### src/rtl/xadc_pkg.sv
// Shared types and constants for the XADC DRP initiator: FSM states, DRP
// register addresses, bus widths and the DRP-word-to-sample helper.
package xadc_pkg;

    localparam int DRP_ADDR_W = 7;
    localparam int DRP_DATA_W = 16;
    localparam int SAMPLE_W   = 12;

    localparam logic [DRP_ADDR_W-1:0] ADDR_VAUX6 = 7'h16;
    localparam logic [DRP_ADDR_W-1:0] ADDR_CFG0  = 7'h40;
    localparam logic [DRP_ADDR_W-1:0] ADDR_CFG1  = 7'h41;
    localparam logic [DRP_ADDR_W-1:0] ADDR_CFG2  = 7'h42;

    typedef enum logic [2:0] {
        ST_IDLE,
        ST_RD_ISSUE,
        ST_RD_WAIT,
        ST_WR_ISSUE,
        ST_WR_WAIT
    } drp_state_t;

    // The XADC left-justifies its 12-bit result in the 16-bit status register.
    function automatic logic [SAMPLE_W-1:0] drp_to_sample(input logic [DRP_DATA_W-1:0] word);
        return word[DRP_DATA_W-1:DRP_DATA_W-SAMPLE_W];
    endfunction

endpackage

### src/rtl/drp_avg4.sv
// Four-tap running-mean buffer for XADC samples; only built when
// XADC_DRP_AVG4_EN is defined. Outputs describe the state after a pending push.
`ifdef XADC_DRP_AVG4_EN
module drp_avg4
    import xadc_pkg::*;
(
    input  logic                clk,
    input  logic                reset,
    input  logic                push,
    input  logic [SAMPLE_W-1:0] raw,
    output logic [SAMPLE_W-1:0] next_mean,
    output logic                next_full
);

    logic [3:0][SAMPLE_W-1:0] taps;
    logic [SAMPLE_W+1:0]      sum;
    logic [SAMPLE_W+1:0]      next_sum;
    logic [2:0]               fill;

    // Taps start at zero, so subtracting the oldest entry is valid even while filling.
    always_comb begin
        next_sum  = sum + {2'b00, raw} - {2'b00, taps[3]};
        next_mean = next_sum[SAMPLE_W+1:2];
        next_full = (fill >= 3'd3);
    end

    always_ff @(posedge clk) begin
        if (reset) begin
            taps <= '0;
            sum  <= '0;
            fill <= '0;
        end else if (push) begin
            taps <= {taps[2:0], raw};
            sum  <= next_sum;
            if (fill != 3'd4) begin
                fill <= fill + 3'd1;
            end
        end
    end

endmodule
`endif

### src/rtl/xadc_drp_master.sv
// DRP initiator for the XADC wizard: EOC-triggered channel reads, host register
// writes, timeout and overrun status. Define XADC_DRP_AVG4_EN for 4-sample averaging.
module xadc_drp_master
    import xadc_pkg::*;
#(
    parameter logic [DRP_ADDR_W-1:0] CH_ADDR     = ADDR_VAUX6,
    parameter int unsigned           TIMEOUT_CYC = 64
) (
    input  logic                  CLK,
    input  logic                  RESET,
    input  logic                  eoc_in,
    output logic [DRP_ADDR_W-1:0] drp_daddr,
    output logic                  drp_den,
    output logic                  drp_dwe,
    output logic [DRP_DATA_W-1:0] drp_di,
    input  logic [DRP_DATA_W-1:0] drp_do,
    input  logic                  drp_drdy,
    input  logic                  wr_req,
    input  logic [DRP_ADDR_W-1:0] wr_addr,
    input  logic [DRP_DATA_W-1:0] wr_data,
    output logic                  wr_ack,
    output logic [SAMPLE_W-1:0]   sample,
    output logic                  sample_valid,
    output logic                  busy,
    input  logic                  clr_err,
    output logic                  timeout_err,
    output logic                  overrun_err
);

    localparam logic [7:0] TMO_LAST = 8'(TIMEOUT_CYC - 1);

    drp_state_t          state;
    logic                pending;
    logic [7:0]          tmo_cnt;
    logic                tmo_hit;
    logic                tmo_event;
    logic [SAMPLE_W-1:0] raw_sample;
    logic [SAMPLE_W-1:0] new_sample;
    logic                new_valid;

    assign raw_sample = drp_to_sample(drp_do);
    assign tmo_hit    = (tmo_cnt == TMO_LAST);
    assign tmo_event  = ((state == ST_RD_WAIT) || (state == ST_WR_WAIT)) && !drp_drdy && tmo_hit;
    assign busy       = (state != ST_IDLE);

`ifdef XADC_DRP_AVG4_EN
    logic avg_push;

    assign avg_push = (state == ST_RD_WAIT) && drp_drdy;

    drp_avg4 u_avg4 (
        .clk       (CLK),
        .reset     (RESET),
        .push      (avg_push),
        .raw       (raw_sample),
        .next_mean (new_sample),
        .next_full (new_valid)
    );
`else
    assign new_sample = raw_sample;
    assign new_valid  = 1'b1;
`endif

    always_ff @(posedge CLK) begin
        if (RESET) begin
            state        <= ST_IDLE;
            pending      <= 1'b0;
            tmo_cnt      <= '0;
            drp_daddr    <= '0;
            drp_den      <= 1'b0;
            drp_dwe      <= 1'b0;
            drp_di       <= '0;
            wr_ack       <= 1'b0;
            sample       <= '0;
            sample_valid <= 1'b0;
            timeout_err  <= 1'b0;
            overrun_err  <= 1'b0;
        end else begin
            drp_den      <= 1'b0;
            drp_dwe      <= 1'b0;
            wr_ack       <= 1'b0;
            sample_valid <= 1'b0;

            if (eoc_in) begin
                pending <= 1'b1;
            end else if (state == ST_RD_ISSUE) begin
                pending <= 1'b0;
            end

            if (eoc_in && pending && (state != ST_IDLE)) begin
                overrun_err <= 1'b1;
            end else if (clr_err) begin
                overrun_err <= 1'b0;
            end

            if (tmo_event) begin
                timeout_err <= 1'b1;
            end else if (clr_err) begin
                timeout_err <= 1'b0;
            end

            case (state)
                ST_IDLE: begin
                    if (pending || eoc_in) begin
                        state     <= ST_RD_ISSUE;
                        drp_den   <= 1'b1;
                        drp_daddr <= CH_ADDR;
                    // A host still holding wr_req during its own ack cycle is not a new request.
                    end else if (wr_req && !wr_ack) begin
                        state     <= ST_WR_ISSUE;
                        drp_den   <= 1'b1;
                        drp_dwe   <= 1'b1;
                        drp_daddr <= wr_addr;
                        drp_di    <= wr_data;
                    end
                end
                ST_RD_ISSUE: begin
                    state   <= ST_RD_WAIT;
                    tmo_cnt <= '0;
                end
                ST_RD_WAIT: begin
                    if (drp_drdy) begin
                        if (new_valid) begin
                            sample       <= new_sample;
                            sample_valid <= 1'b1;
                        end
                        state <= ST_IDLE;
                    end else if (tmo_hit) begin
                        state <= ST_IDLE;
                    end else begin
                        tmo_cnt <= tmo_cnt + 8'd1;
                    end
                end
                ST_WR_ISSUE: begin
                    state   <= ST_WR_WAIT;
                    tmo_cnt <= '0;
                end
                ST_WR_WAIT: begin
                    if (drp_drdy || tmo_hit) begin
                        wr_ack <= 1'b1;
                        state  <= ST_IDLE;
                    end else begin
                        tmo_cnt <= tmo_cnt + 8'd1;
                    end
                end
                default: begin
                    state <= ST_IDLE;
                end
            endcase
        end
    end

endmodule

### config.mk
export PLATFORM = sky130hd
export DESIGN_NAME = xadc_drp_master
export DESIGN_NICKNAME = d
export VERILOG_FILES = /design/src/rtl/xadc_pkg.sv /design/src/rtl/drp_avg4.sv /design/src/rtl/xadc_drp_master.sv
export SDC_FILE = /design/constraint.sdc
export NUM_CORES = 1
export LEC_CHECK = 0
export ABC_AREA = 1
export BUFFER_PORTS_ARGS = -buffer_cell sky130_fd_sc_hd__buf_2
export CAP_MARGIN = 20
export CORE_MARGIN = 2
export CORE_UTILIZATION = 45
export CTS_CLUSTER_DIAMETER = 100
export DETAILED_ROUTE_END_ITERATION = 8
export GPL_ROUTABILITY_DRIVEN = 0
export PLACE_DENSITY_LB_ADDON = 0.1
export SLEW_MARGIN = 20
export SYNTH_ARGS = -nofsm -noshare
export SYNTH_HDL_FRONTEND = slang
export SYNTH_HIERARCHICAL = 1
export SYNTH_SLANG_ARGS = --single-unit
### constraint.sdc
create_clock -name CLK -period 3.09 [get_ports CLK]
set_input_delay 0.1545 -clock CLK [delete_from_list [all_inputs] [get_ports CLK]]
set_output_delay 0.1545 -clock CLK [all_outputs]
set_load 0.03 [all_outputs]
# Yosys cells after proc, flatten, opt, wreduce, memory -nomap -nowiden
# Index checks and enable logic that the tools add are counted.
# op_classes
shift,0
div,0
n_mux,21
magnitude_cmp,0
reduce_logical,27
add_sub_neg,1
bitwise,4
n_eq_ne,11
mul,0
# ops
cell,n
8-bit two-way mux,3
8-bit case mux with 3 select lines,1
3-bit two-way mux,5
3-bit case mux with 5 select lines,1
7-bit two-way mux,2
1-bit two-way mux,9
"8-bit by 1-bit adder with 8-bit output, second input constant",1
"8-bit by 6-bit == test with 1-bit output, second input constant",1
2-bit nonzero test,4
2-bit OR reduction,4
"3-bit by 2-bit == test with 1-bit output, second input constant",2
"2-bit != test, second input constant",3
"3-bit != test, second input constant",2
3-bit AND reduction,2
3-bit nonzero test,2
1-bit logical AND,5
1-bit inverter,4
2-bit AND reduction,2
4-bit AND reduction,1
"3-bit by 1-bit == test with 1-bit output, second input constant",1
"3-bit == test, second input constant",1
3-bit logical NOT,1
1-bit logical OR,3
3-bit OR reduction,1
2 further kinds,3
# word_totals
reg_bits,53
romBits,0
mem_bits_rw,0
mem_count,0
latchBits,0
out_inout_bits,42
word_cells,76

# Logic depth before layout (Yosys ltp)
# Gate-level depths: netlist of run 1.
# logic_depth
word_depth,5
depth_mapped,9
mapped_depth_nobuf,9

# Worst setup path before layout of run 1
# No wires, ideal clock.
# synth_timing
kind,register to register
startpoint,register tmo_cnt[1]
endpoint,register tmo_cnt[0]
period_less_slack_ps,1240
stages_incl_launch_ff,9
setup_slack_ps,1850
arrival_ps,1123
t_required_ps,2973
cell_sequence,dfxtp_1 -> ha_1 -> nand2_2 -> nor2_4 -> inv_2 -> nor2_4 -> nor2_4 -> o21ai_0 -> nor2_1
# synth_via
elab_chain_len,4
elab_cells_between_ends,5
# synth_rtl
element,line,source
from (decl),xadc_drp_master.sv:34,logic [7:0] tmo_cnt;
from (signal assigned),xadc_drp_master.sv:131,tmo_cnt <= tmo_cnt + 8'd1;
from (signal assigned),xadc_drp_master.sv:143,tmo_cnt <= tmo_cnt + 8'd1;
8-bit by 6-bit == test with 1-bit output (*),xadc_drp_master.sv:42,assign tmo_hit = (tmo_cnt == TMO_LAST);
1-bit logical OR,xadc_drp_master.sv:139,if (drp_drdy || tmo_hit) begin
2-bit != test (no source line),--,
4-bit AND reduction (no source line) (*),--,
# Every way passes the cells marked *; elsewhere a longest branch is shown, timed or not.
# A chain may end at the register's enable or synchronous reset.

# Worst setup path after layout of run 1
# layout_timing
startpoint,register tmo_cnt[1]
endpoint,register tmo_cnt[4]
# layout_via
elab_chain_len,4
elab_cells_between_ends,10
# layout_rtl
element,line
8-bit by 1-bit adder with 8-bit output or 8-bit by 6-bit == test with 1-bit output (tied branches),"xadc_drp_master.sv:131, xadc_drp_master.sv:143, xadc_drp_master.sv:42"
8-bit two-way mux or 1-bit logical OR (tied branches),"xadc_drp_master.sv:128, xadc_drp_master.sv:139"
8-bit two-way mux or 2-bit != test (tied branches),--
8-bit case mux with 3 select lines or 4-bit AND reduction (tied branches),--
# Parallel ways exist; a longest one is shown, timed or not. The select of a mux whose other input is x is not followed.

==> impl.org, run 1 <==
** Outcome
- Result of the run :: finished, final reports clean

** GRT
- All-layer global routing usage :: 16.99%
- Number of antenna violations at the first check in global routing :: 0
- Global-route wire length before repair :: 7.224 mm
- Via count of the first global-routing pass :: 1625
- Entering global routing, the biggest net connects 39 pins.
- Total congestion overflow :: 0

** Setup path
- Across all register-to-register paths, the minimum setup slack is 1.66 ns.
- The largest individual stage delay along the critical path comes from the cell sky130_fd_sc_hd__dfxtp_1.
- Endpoint of the most critical register-to-register path :: tmo_cnt[4]$_SDFFE_PP0P_
- The critical path starts at tmo_cnt[1]$_SDFFE_PP0P_.
- For the worst setup path, the data required time is 3.27 ns.
- In this design, the critical path's most frequently occurring cell is sky130_fd_sc_hd__nand2_2.
- Logic depth of the worst setup path including buffers :: 8
- The most critical setup path has its endpoint at tmo_cnt[4]$_SDFFE_PP0P_.
- Reg-to-reg startpoint :: tmo_cnt[1]$_SDFFE_PP0P_
- Slowest stage delay, CP :: 0.39 ns
- Type of the worst setup path :: reg2reg
- Launching element type of the critical path :: register
- For the worst flop-to-flop path, the logic depth is 8.
- In this run the worst path has a maximum fanout of 9.
- Crit-path cells :: ha_1, nand2_2, nor2_4, nand3_2, nand3_4, nand2_2, nand2_1, a21oi_1
- Number of buffers and inverters on the critical path :: 0
- Family with the most delay on the worst path :: simple AND/OR/NAND/NOR gates
- Critical path endpoint category :: register
- Worst endpoint data arrival time :: 1.61 ns

** Placed design
- During placement, the flow inserted port buffers numbering 82.
- Summed over all nets, the half-perimeter wirelength after detailed placement is 3.138 mm.
- Pre-CTS WS :: 1.319 ns

** Timing
- The number of max-slew violations in the final report is 0.
- For this run, the top clock speed supported by timing is 0.7012 GHz.
- After layout, the worst setup slack is 1.664 ns.
- After layout, the worst path uses 46.15% of the clock period.
- Setup_tns :: 0 ns
- For the pin with the worst max-slew slack, the measured transition is 0.6429 ns.
- Time the final worst path needs with I/O delays and setup :: 1.426 ns
- Setup repair after global routing left no endpoint under its margin.
- Across the routed clock network, the largest skew measured is 0.006908 ns.
- The count of final hold-check violations came to 0.
- Setup violations remaining at the end of the flow were counted as 0.
- Headroom to the max-slew limit came out at 57.09%.

** Layout
- The final layout contains 404 nets.
- Area taken by flip-flops and latches :: 1061 µm²
- Final-layout fill cell count :: 457
- Multi-input logic area :: 880.8 µm²
- The number of antenna diodes in the final layout is 0.
- Cells with a size suffix above 1 make up 31.75% of the layout.
- Layout Area Growth over Synthesis :: 24.17%

** Synthesis
- The most common cell in the synthesized netlist is sky130_fd_sc_hd__dfxtp_1.
- Post-synth EDFFs :: 0
- Yosys attributes the largest share of cell area to sky130_fd_sc_hd__dfxtp_1, sky130_fd_sc_hd__a21oi_1, sky130_fd_sc_hd__inv_1, sky130_fd_sc_hd__nand2_1, sky130_fd_sc_hd__o21ai_0.
- After synthesis the cells add up to 2185 µm².
- Commonest register cell after synthesis :: sky130_fd_sc_hd__dfxtp_1
- After synthesis the netlist holds a flip-flop and latch count of 53.
- Synthesis produced a netlist whose cell count is 277.
- The top cell type by area accounts for 48.57% of the synthesized area.
- The biggest area contributor in the post-synthesis netlist is sky130_fd_sc_hd__dfxtp_1.
- The average instance in the mapped netlist occupies 7.887 µm².
- For this run, the register share of the synthesized area comes to 48.57%.
- Ranking of synthesized cells by instance count :: sky130_fd_sc_hd__dfxtp_1, sky130_fd_sc_hd__inv_1, sky130_fd_sc_hd__a21oi_1
- Synthesized net count :: 323
- Number of distinct library cells after synthesis :: 28
- Number of warnings reported in the yosys synthesis log :: 6
- Fraction of synthesis flops using an asynchronous set or reset pin :: 0%

** Route
- Total vias in the final route :: 1908
- The pre-antenna-repair detailed-routing pass consisted of 4 iterations.
- Drt first-iter violations :: 78
- After detailed routing, the average wire length per cell comes to 11.01 µm.
- For this block, the routed nets add up to 4.547 mm of wire.
- Via density per instance :: 4.620
- DRC violations left :: 0
- Final antenna-violating net count :: 0

** Die
- Once the floorplan was initialized, standard cells occupied 46.56% of the core.
- The die covers 5428 µm².
- Core box area :: 4692 µm²
- Die boundary width :: 73.68 µm
- I/O pin count :: 87
- The initialized floorplan defines 25 standard-cell rows.
- The floorplan step set the die height to 73.68 µm.

** Clock network
- CTS resizes :: 0
- Sinks on the clock net :: 53
- In this run the number of H-tree levels came out at 2.
- TritonCTS created 5 clock buffers.
- Quantity of hold-fixing buffers added after cts :: 0
- TritonCTS built the clock tree.
- After clock tree synthesis, the setup repair step added 0 buffers.
- Clock Pin Slew Worst Setup and Hold Paths :: 0.09 ns
- In this run the deepest clock path goes through 2 buffers.
- Root cell of the clock tree :: sky130_fd_sc_hd__clkbuf_8
- The clock reaches the later pin of the worst-skew pair after 0.30 ns.

** Pwr
- Leak Pwr :: 1.232 nW
- IR analysis of the VDD net gives a maximum drop of 0.3139 mV.
- Power per cell area :: 551.4 nW/µm²

** Flow run
- Max-cap violations :: 0

** Min path
- Classification of the worst-slack hold path :: in2reg
-- sequential cells by signal, summed over array words and instances, names as in the netlist --
register / flops
pending: 1
timeout_err: 1
drp_di: 16
sample: 12
drp_daddr: 7
tmo_cnt: 8
sample_valid: 1
drp_den: 1
overrun_err: 1
drp_dwe: 1
wr_ack: 1
state: 3
-- routing by layer --
layer / track usage (%) / share of wire, % / vias to the layer above
li1: - / - / 1045
met1: 22.10 / 48 / 810
met2: 27.38 / 45 / 48
met3: 4.938 / 4.9 / 5
met4: 4.848 / 1.2 / 0
met5: 0 / 0 / -
-- tightest hold or removal path, cell delays in order --
cell	delay [ns]
sky130_fd_sc_hd__buf_2	0.07
sky130_fd_sc_hd__nand2_1	0.04
sky130_fd_sc_hd__nand2_1	0.04
-- metrics by stage --
stage	hold WS [ns]	power (mW)	instances	area, µm²	util, %
3_5_place_dp	0.3501	1.127	404	2610	55.63
3_3_place_gp	0.3454	1.124	404	2610	55.63
2_1_floorplan	0.2169	1.027	277	2185	-
4_1_cts	0.02952	1.514	412	2698	57.49
5_1_grt	0.04113	1.585	413	2713	57.81
6_report	0.03489	1.496	413	2713	57.81
-- power breakdown --
part	switching, mW	internal, mW
sequential	0.0286	0.737
clock	0.225	0.160
combinational	0.241	0.105
total	0.494	1.00
-- cell type report --
cell class | instances | share of cell area [%]
clock buffers | 6 | 2.675
multi-input cells | 166 | 32.47
repair buffers | 84 | 15.96
well taps | 54 | 2.491
clock inverters | 2 | 0.5535
flip-flops and latches | 53 | 39.11
inverters | 48 | 6.734
-- cells in the final DEF (no fill, tap or decap), drive strengths merged --
master and instances:
nand3 20, xnor2 1, buf 84, xor2 2
nand2 36, clkbuf 6, nand4 2, inv 48
nor2 23, dfxtp 53, clkinvlp 2, o21ai 35
ha 1, nor3 3, a21oi 40, o21bai 1
a211oi 2
-- worst min path at each step --
stage | startpoint | to | slack [ns] | depth (start not counted)
6_report | wr_addr[5] | drp_daddr[5]$_SDFFE_PP0P_ | 0.03 | 3
5_1_grt | wr_addr[5] | drp_daddr[5]$_SDFFE_PP0P_ | 0.04 | 3
4_1_cts | wr_addr[5] | drp_daddr[5]$_SDFFE_PP0P_ | 0.03 | 3
3_5_place_dp | wr_addr[5] | drp_daddr[5]$_SDFFE_PP0P_ | 0.35 | 3
3_3_place_gp | wr_addr[5] | drp_daddr[5]$_SDFFE_PP0P_ | 0.35 | 3
2_1_floorplan | RESET | state[2]$_SDFFE_PP0P_ | 0.22 | 1
-- kinds of logic after synthesis --
kind of cell    synth area share [%]
xor+xnor                       1.203
simple gates                   19.99
compound gates                 18.56
fa+ha+maj                     0.5726
flops                          48.57
buf+inv                        11.11
Power figures use the tool's default switching activity.
==> run 2, diff against run 1 <==
--- a/config.mk
+++ b/config.mk
@@ -5,11 +5,11 @@
 export SDC_FILE = /design/constraint.sdc
 export NUM_CORES = 1
 export LEC_CHECK = 0
-export ABC_AREA = 1
+export ABC_AREA = 0
 export BUFFER_PORTS_ARGS = -buffer_cell sky130_fd_sc_hd__buf_2
 export CAP_MARGIN = 20
 export CORE_MARGIN = 2
-export CORE_UTILIZATION = 45
+export CORE_UTILIZATION = 42
 export CTS_CLUSTER_DIAMETER = 100
 export DETAILED_ROUTE_END_ITERATION = 8
 export GPL_ROUTABILITY_DRIVEN = 0
==> constraint.sdc (replaced) <==
create_clock -name CLK -period 1.2 [get_ports CLK]
set_input_delay 0.06 -clock CLK [delete_from_list [all_inputs] [get_ports CLK]]
set_output_delay 0.06 -clock CLK [all_outputs]
set_load 0.03 [all_outputs]
==> impl.org, run 2 <==
** GRT
- All-layer global routing usage :: 21.76%
- The via count of the first global-routing pass was 2020.
- Global routing finished with a remaining overflow of 0.
- Number of antenna violations at the first check in global routing :: 0
- Entering global routing, the biggest net connects 32 pins.
- The first global-routing pass estimated 9.108 mm of wire.

** Timing
- The tightest hold path in the finished design has a slack of 0.0008527 ns.
- On the final layout, the worst clock skew is 0.007629 ns.
- The count of final hold-check violations is 0.
- Setup slack on the critical path of the routed design comes to -0.2765 ns.
- F_max :: 0.6773 GHz
- Setup violations remaining at the end of the flow were counted as 36.
- At the pin with the least slew margin, the transition time is 0.3545 ns.
- Period Utilization, post-route :: 123.0%
- Setup repair after global routing missed its margin :: true
- The worst pin sits at a relative slew slack of 76.37%.
- The number of max-slew violations in the final report was 0.
- Counting I/O delays and the setup requirement, the final critical path takes 1.477 ns.

** Route
- Routed wirelength normalized by instance count :: 13.55 µm
- For this block, the via count after detailed routing is 2275.
- Final antenna-violating net count :: 0
- Final wirelength :: 6.151 mm
- DRC violations left :: 0
- 1st-pass router iterations :: 4
- Via density per instance :: 5.011
- Drt first-iter violations :: 71

** Synthesis
- Share of the synthesized netlist area taken by xor and xnor gates :: 1.227%
- Area share of the largest cell type after synthesis :: 52.02%
- Count of mapped cells out of synthesis :: 243
- Commonest register cell after synthesis :: sky130_fd_sc_hd__dfxtp_1
- Ranked by instance count, the synthesized netlist is headed by sky130_fd_sc_hd__nand2_1, sky130_fd_sc_hd__dfxtp_1, sky130_fd_sc_hd__a21oi_1.
- Of all cell types, the one taking the most synthesized area is sky130_fd_sc_hd__dfxtp_1.
- Number of distinct library cells after synthesis :: 34
- A synthesized cell averages 8.393 µm².
- Counting flops with a built-in enable in the synthesized netlist gives 0.
- Counting every net in the synthesized netlist gives 289.
- Synthesis-stage register bit count :: 53
- Top cells by area in the synthesized netlist :: sky130_fd_sc_hd__dfxtp_1, sky130_fd_sc_hd__nand2_1, sky130_fd_sc_hd__a21oi_1, sky130_fd_sc_hd__nor2_1, sky130_fd_sc_hd__buf_6
- Of all flip-flops after synthesis, the portion carrying an async set or reset was 0%.
- Among all cell types in the netlist, the one instantiated most often is sky130_fd_sc_hd__nand2_1.
- Proportion of synthesized chip area in sequential cells :: 52.02%
- Dominant combinational cell family by area after synthesis :: simple AND/OR/NAND/NOR gates
- Of the total synthesized cell area, the portion taken by full adders, half adders and majority gates is 0.6135%.
- The cell area that synthesis handed to floorplanning was 2039 µm².
- The synthesized netlist devotes 16.63% of its cell area to compound gates.
- Multiplexer area fraction after synthesis :: 0%
- Of the total synthesized cell area, the portion taken by AND, OR, NAND and NOR gates is 24.11%.
- Number of warnings reported in the yosys synthesis log :: 6

** Setup path
- At the worst endpoint, the arrival time is 1.66 ns.
- Among all stages on the critical path, the largest delay is contributed by sky130_fd_sc_hd__or4b_4.
- The critical path is of the reg2reg type.
- Critical path data required time :: 1.39 ns
- Critical Path Fanout Max :: 6
- Crit-path cells :: or4b_4, or2_4, nand2_1, a21oi_2
- The worst setup path is launched from a register.
- The largest single stage delay on the critical path is 0.58 ns.
- Critical path endpoint category :: register

** Die
- Area of the die :: 5429 µm²
- Core box area :: 4692 µm²
- The die is 73.69 µm tall.
- I/O pin count :: 87
- After floorplanning, the core was divided into 25 placement rows.
- Starting Density :: 43.47%
- Die boundary width :: 73.69 µm

** Layout
- In the final layout, the multi-input gates occupy 1154 µm².
- Inserted Diodes :: 0
- For this run, the number of standard cells in the final layout without fillers is 454.
- Cells with a size suffix above 1 make up 49.00% of the layout.
- Final-layout fill cell count :: 345
- The library cell used most frequently in the layout, excluding fill and tap cells, is sky130_fd_sc_hd__buf_2.
- Regs by FF count :: drp_di x16, sample x12, tmo_cnt x8
- Summing all flip-flop and latch instances after layout gives 1087 µm².
- Max FFs per register :: 16
- More flip-flops sit in one register than any other, and that register is drp_di.
- The final layout contains 445 nets.
- Relative to the synthesized area, the layout overhead comes to 73.01%.
- Commonest cells after routing, fill and taps aside :: sky130_fd_sc_hd__buf_2, sky130_fd_sc_hd__nand2_1, sky130_fd_sc_hd__dfxtp_1

** Placed design
- OpenSTA, run right after detailed placement, puts the worst setup slack at -0.3498 ns.
- Buffers placed on the I/O ports in this run total 82.
- The wire-length estimate of the detail-placed layout is 3.479 mm.
- The number of placed instances, taps included, is 398.

** Clock network
- CTS H-tree lvls :: 2
- Clock-pin slew was measured on the worst setup and hold paths at 0.09 ns.
- Counting every sink on the clock net gives 53.
- TritonCTS created 5 clock buffers.
- At the later pin of the worst-skew pair, clock insertion delay measures 0.30 ns.
- In this run the deepest clock path goes through 2 buffers.
- Clock tree from TritonCTS :: built
- Root cell of the clock tree :: sky130_fd_sc_hd__clkbuf_8

** Min path
- The path class of the tightest hold or removal check is in2reg.

** Pwr
- Power spread over the standard cell area amounts to 1073 nW/µm².
- Leak Pwr :: 1.528 nW
- VDD sags by at most 0.7578 mV.

** Outcome
- The run finished, with violations left.
- The checks that failed: negative setup slack.

** Flow run
- Across the run, the number of max-cap violations was 0.
## run 2: cell count changes after synthesis, moves of 6 or more
cell                      change
sky130_fd_sc_hd__nor2_1       +6
sky130_fd_sc_hd__inv_1       -40
sky130_fd_sc_hd__o21ai_1     -14
sky130_fd_sc_hd__nand2_2      -6
sky130_fd_sc_hd__o21ai_0     -18
sky130_fd_sc_hd__nand2_1     +29
sky130_fd_sc_hd__nand3_1      -9
## run 2: final cells by class
cell class	count	share of cell area, %
clock inverters	1	0.1773
clock buffers	7	2.163
well taps	54	1.915
flip-flops and latches	53	30.82
repair buffers	161	31.81
multi-input cells	174	32.70
inverters	4	0.4255
## run 2: power by group
group	switching (mW)	total, mW	internal, mW
Combinational	0.481	0.905	0.424
Sequential	0.0553	1.89	1.83
Clock	0.577	0.994	0.416
Total	1.11	3.79	2.67
## run 2: critical path: cells and delay by family (launching register included)
kind,cells,cell delay [ns]
simple gates,3,0.99
flops,1,0.33
compound gates,1,0.05
## run 2: kinds of logic after synthesis
logic type | count (synthesis)
flops | 53
fa+ha+maj | 1
simple gates | 109
compound gates | 58
xor+xnor | 2
buf+inv | 20
## run 2: per-stage QoR
step                      cell area (µm²)  setup TNS, ns  utilization [%]  total power, mW
after global placement               2755         -7.527            58.72            2.592
final                                3528         -7.643            75.20            3.785
after floorplan                      2113         -7.360                -            2.345
after detailed placement             2755         -8.212            58.72            2.599
after CTS                            3343         -6.875            71.25            3.735
after global routing                 3528         -9.640            75.20            3.949
## run 2: path summary, 6_finish.rpt
path / startpoint / end / slack [ns] / depth (start not counted)
max: pending$_SDFFE_PP0P_ / drp_di[3]$_SDFFE_PP0P_ / -0.28 / 4
min: wr_addr[2] / drp_daddr[2]$_SDFFE_PP0P_ / 0.0009 / 3
max reg2reg: pending$_SDFFE_PP0P_ / drp_di[3]$_SDFFE_PP0P_ / -0.28 / 4
min reg2reg: drp_di[0]$_SDFFE_PP0P_ / drp_di[0]$_SDFFE_PP0P_ / 0.45 / 2
## run 2: what timing repair did
item	4_1_cts	5_1_grt
endpoints found under the hold margin	31	0
hold buffers	31	0
setup buffers	8	6
setup endpoints to repair	38	41
gates cloned	3	1
pin swaps	11	18
resized for setup	34	31
## run 2: per-layer routing
metal / wire length, µm / vias up / GRT usage [%]
met3: 298 / 7 / 4.527
met2: 3252 / 66 / 37.40
li1: - / 1143 / -
met4: 75 / 0 / 7.879
met5: 0 / - / 0
met1: 2524 / 1059 / 26.69
==> run 3, diff against run 2 <==
==> constraint.sdc (replaced) <==
create_clock -name CLK -period 1.2 [get_ports CLK]
set_input_delay 0.18 -clock CLK [delete_from_list [all_inputs] [get_ports CLK]]
set_output_delay 0.18 -clock CLK [all_outputs]
set_load 0.03 [all_outputs]
==> impl.org, run 3 (synthesized netlist as in run 2, its figures left out) <==
** Outcome
- The run finished, with violations left.
- The checks that failed: negative setup slack.

** Layout
- The register with the most flip-flops in the layout has 16 of them.
- Commonest non-fill, non-tap cell in the layout :: sky130_fd_sc_hd__buf_2
- The post-route netlist has 49.31% of its cells at a drive strength greater than 1.
- Commonest cells after routing, fill and taps aside :: sky130_fd_sc_hd__buf_2, sky130_fd_sc_hd__nand2_1, sky130_fd_sc_hd__dfxtp_1
- Layout Area Growth over Synthesis :: 53.01%
- The largest registers in the layout are drp_di x16, sample x12, tmo_cnt x8.
- Final Net Count :: 408
- Reg with most FFs :: drp_di
- Inserted Diodes :: 0

** Die
- Row generation in the floorplan step produced 25 rows.
- Area of the die :: 5429 µm²
- The core region is 4692 µm².
- Starting Density :: 43.47%
- I/O pin count :: 87
- The die is 73.69 µm wide.
- From bottom edge to top edge, the die measures 73.69 µm.

** Timing
- Number of pins exceeding their max-slew limit in the final report :: 0
- The worst path uses 122.6% of the clock period.
- For this run, the top clock speed supported by timing is 0.6794 GHz.
- Setup repair after global routing missed its margin :: true
- The count of final hold-check violations was 0.
- Setup Viol. Count Final :: 34
- At the pin with the least slew margin, the transition time is 0.3220 ns.
- Time the final worst path needs with I/O delays and setup :: 1.472 ns
- For the final routed database, the setup TNS stands at -7.085 ns.
- Slew Limit Headroom :: 78.35%
- Worst clock skew on the final layout :: 0.01091 ns
- Worst setup margin :: -0.2718 ns

** Pwr
- Per report_power, the sequential group accounts for 49.2% of the total.
- Combinational cell fraction of total power :: 21.5%
- In this run the static leakage power is 1.380 nW.
- Net switching is 28.52% of the power.
- Clock share of power :: 29.3%
- Dividing total power by cell area gives a power density of 1229 nW/µm².
- IR drop worst, VDD :: 0.8047 mV
- Cell-internal power :: 2.742 mW
- For this design the total switching power over the nets is 1.094 mW.

** Route
- Wires add up to 5.346 mm.
- DRC violations left :: 0
- Once detail routing completed, the nets flagged for antenna violations numbered 0.
- The first detailed-routing pass took 4 iterations.
- Detailed routing inserted a total of 2081 vias.
- After the first detailed-routing iteration, the DRC count stood at 61.
- In the final routed layout, each cell accounts on average for 12.82 µm.
- In the routed layout, each cell is associated on average with a via count of 4.990.

** Clock network
- Clock tree from TritonCTS :: built
- Clock tree synthesis selected as its root buffer the cell sky130_fd_sc_hd__clkbuf_8.
- Maximum root-to-sink buffer count :: 2
- Clock-pin slew was measured on the worst setup and hold paths at 0.10 ns.
- CTS H-tree lvls :: 2
- Insertion delay of the later-clocked pin in the worst-skew pair :: 0.30 ns
- Total CTS buffers :: 5
- Sinks on the clock net :: 53

** GRT
- The via count of the first global-routing pass was 1858.
- The total overflow left after global routing is 0.
- Entering global routing, the biggest net connects 31 pins.
- Number of antenna violations at the first check in global routing :: 0
- For this run, the total global-route usage over all layers was measured as 18.96%.
- Global-route wire length before repair :: 8.176 mm

** Setup path
- Data on the critical path is required at its endpoint by 1.44 ns.
- Counting both buffers and inverters, the worst setup path holds a total of 1.
- Type of the worst setup path :: reg2reg
- Walking the worst path, the cells encountered are or4b_4, buf_4, a211oi_2, a31oi_1, nor2_1.
- The slowest stage of the critical path is the sky130_fd_sc_hd__or4b_4 cell.
- Data arrives at the worst endpoint at 1.71 ns.
- Critical path endpoint category :: register
- In this run the worst path has a maximum fanout of 4.
- In this run the worst setup path begins at pending$_SDFFE_PP0P_.
- Family with the most delay on the worst path :: simple AND/OR/NAND/NOR gates
- In this design, the stage delay of the slowest critical-path cell is 0.55 ns.
- The worst setup path is launched from a register.
- The startpoint identified for the worst register-to-register timing path is pending$_SDFFE_PP0P_.

** Placed design
- Buffers placed on the I/O ports in this run total 82.
- Detailed placement ended at an HPWL of 3.511 mm.
- At the placement stage, the worst setup path has a slack of -0.3056 ns.

** Flow run
- The tool flagged a number of max-cap violations equal to 0.

** Min path
- The startpoint identified for the worst hold timing path is drp_do[7].
- The worst hold path belongs to the class in2reg.
-- run 3: changes by cell type in the layout (fill, tap and decap cells not counted), sizes merged --
cell,before,now
clkbuf,7,6
or2,5,3
dlygate4sd3,31,0
clkinv,0,1
buf,130,126
-- run 3: cell type report --
cell class	instances	area [µm²]
sequential	53	1084
timing repair buffer	126	777.0
inverter	4	15.01
tap	54	67.56
clock inverter	2	13.76
clock buffer	6	93.84
fill	414	1572
multi-input combinational	172	1070
-- run 3: final timing paths --
check | to | slack, ns | cells past startpoint
min reg2reg | drp_di[4]$_SDFFE_PP0P_ | 0.45 | 2
max | state[1]$_SDFFE_PP0P_ | -0.27 | 5
max reg2reg | state[1]$_SDFFE_PP0P_ | -0.27 | 5
min | sample[3]$_SDFFE_PP0P_ | 0.1 | 3
-- run 3: layer usage --
metal / vias to the layer above / part of all wire [%] / track usage, %
met1: 950 / 42 / 24.23
met4: 0 / 1.5 / 6.869
met5: - / 0 / 0
li1: 1070 / - / -
met2: 53 / 51 / 30.75
met3: 8 / 4.8 / 4.938
-- run 3: per-stage QoR --
step	instance area, µm²	total power, mW	util (%)	std cells	hold WS (ns)
2_1_floorplan	2113	2.345	-	243	0.2974
3_5_place_dp	2765	2.613	58.93	401	0.4238
6_report	3120	3.836	66.51	417	0.09800
3_3_place_gp	2765	2.606	58.93	401	0.4129
5_1_grt	3120	4.019	66.51	417	0.08601
4_1_cts	2969	3.824	63.28	413	0.08648
-- run 3: worst register-to-register path, delay by kind of cell, from the launching register on --
kind	cells	cell delay, ns
AO/OA/AOI/OAI	2	0.29
AND/OR/NAND/NOR	2	0.65
flip-flops	1	0.32
buffers and inverters	1	0.16
-- run 3: repair_timing --
action / CTS / global route
pin swaps: 5 / 10
hold buffers: 0 / 0
gates resized for setup: 20 / 30
buffers inserted: 3 / 2
cloned: 1 / 2
endpoints found under the setup margin: 35 / 41
-- run 3: power groups by stage --
| stage | clock [mW] | sequential (mW) | combinational [mW] |
|---|---|---|---|
| final | 1.13 | 1.89 | 0.823 |
| after global routing | 1.23 | 1.90 | 0.890 |
| after CTS | 1.17 | 1.88 | 0.773 |
| after detailed placement | 0 | 1.92 | 0.693 |
| after global placement | 0 | 1.92 | 0.686 |
| after floorplan | 0 | 2.05 | 0.298 |
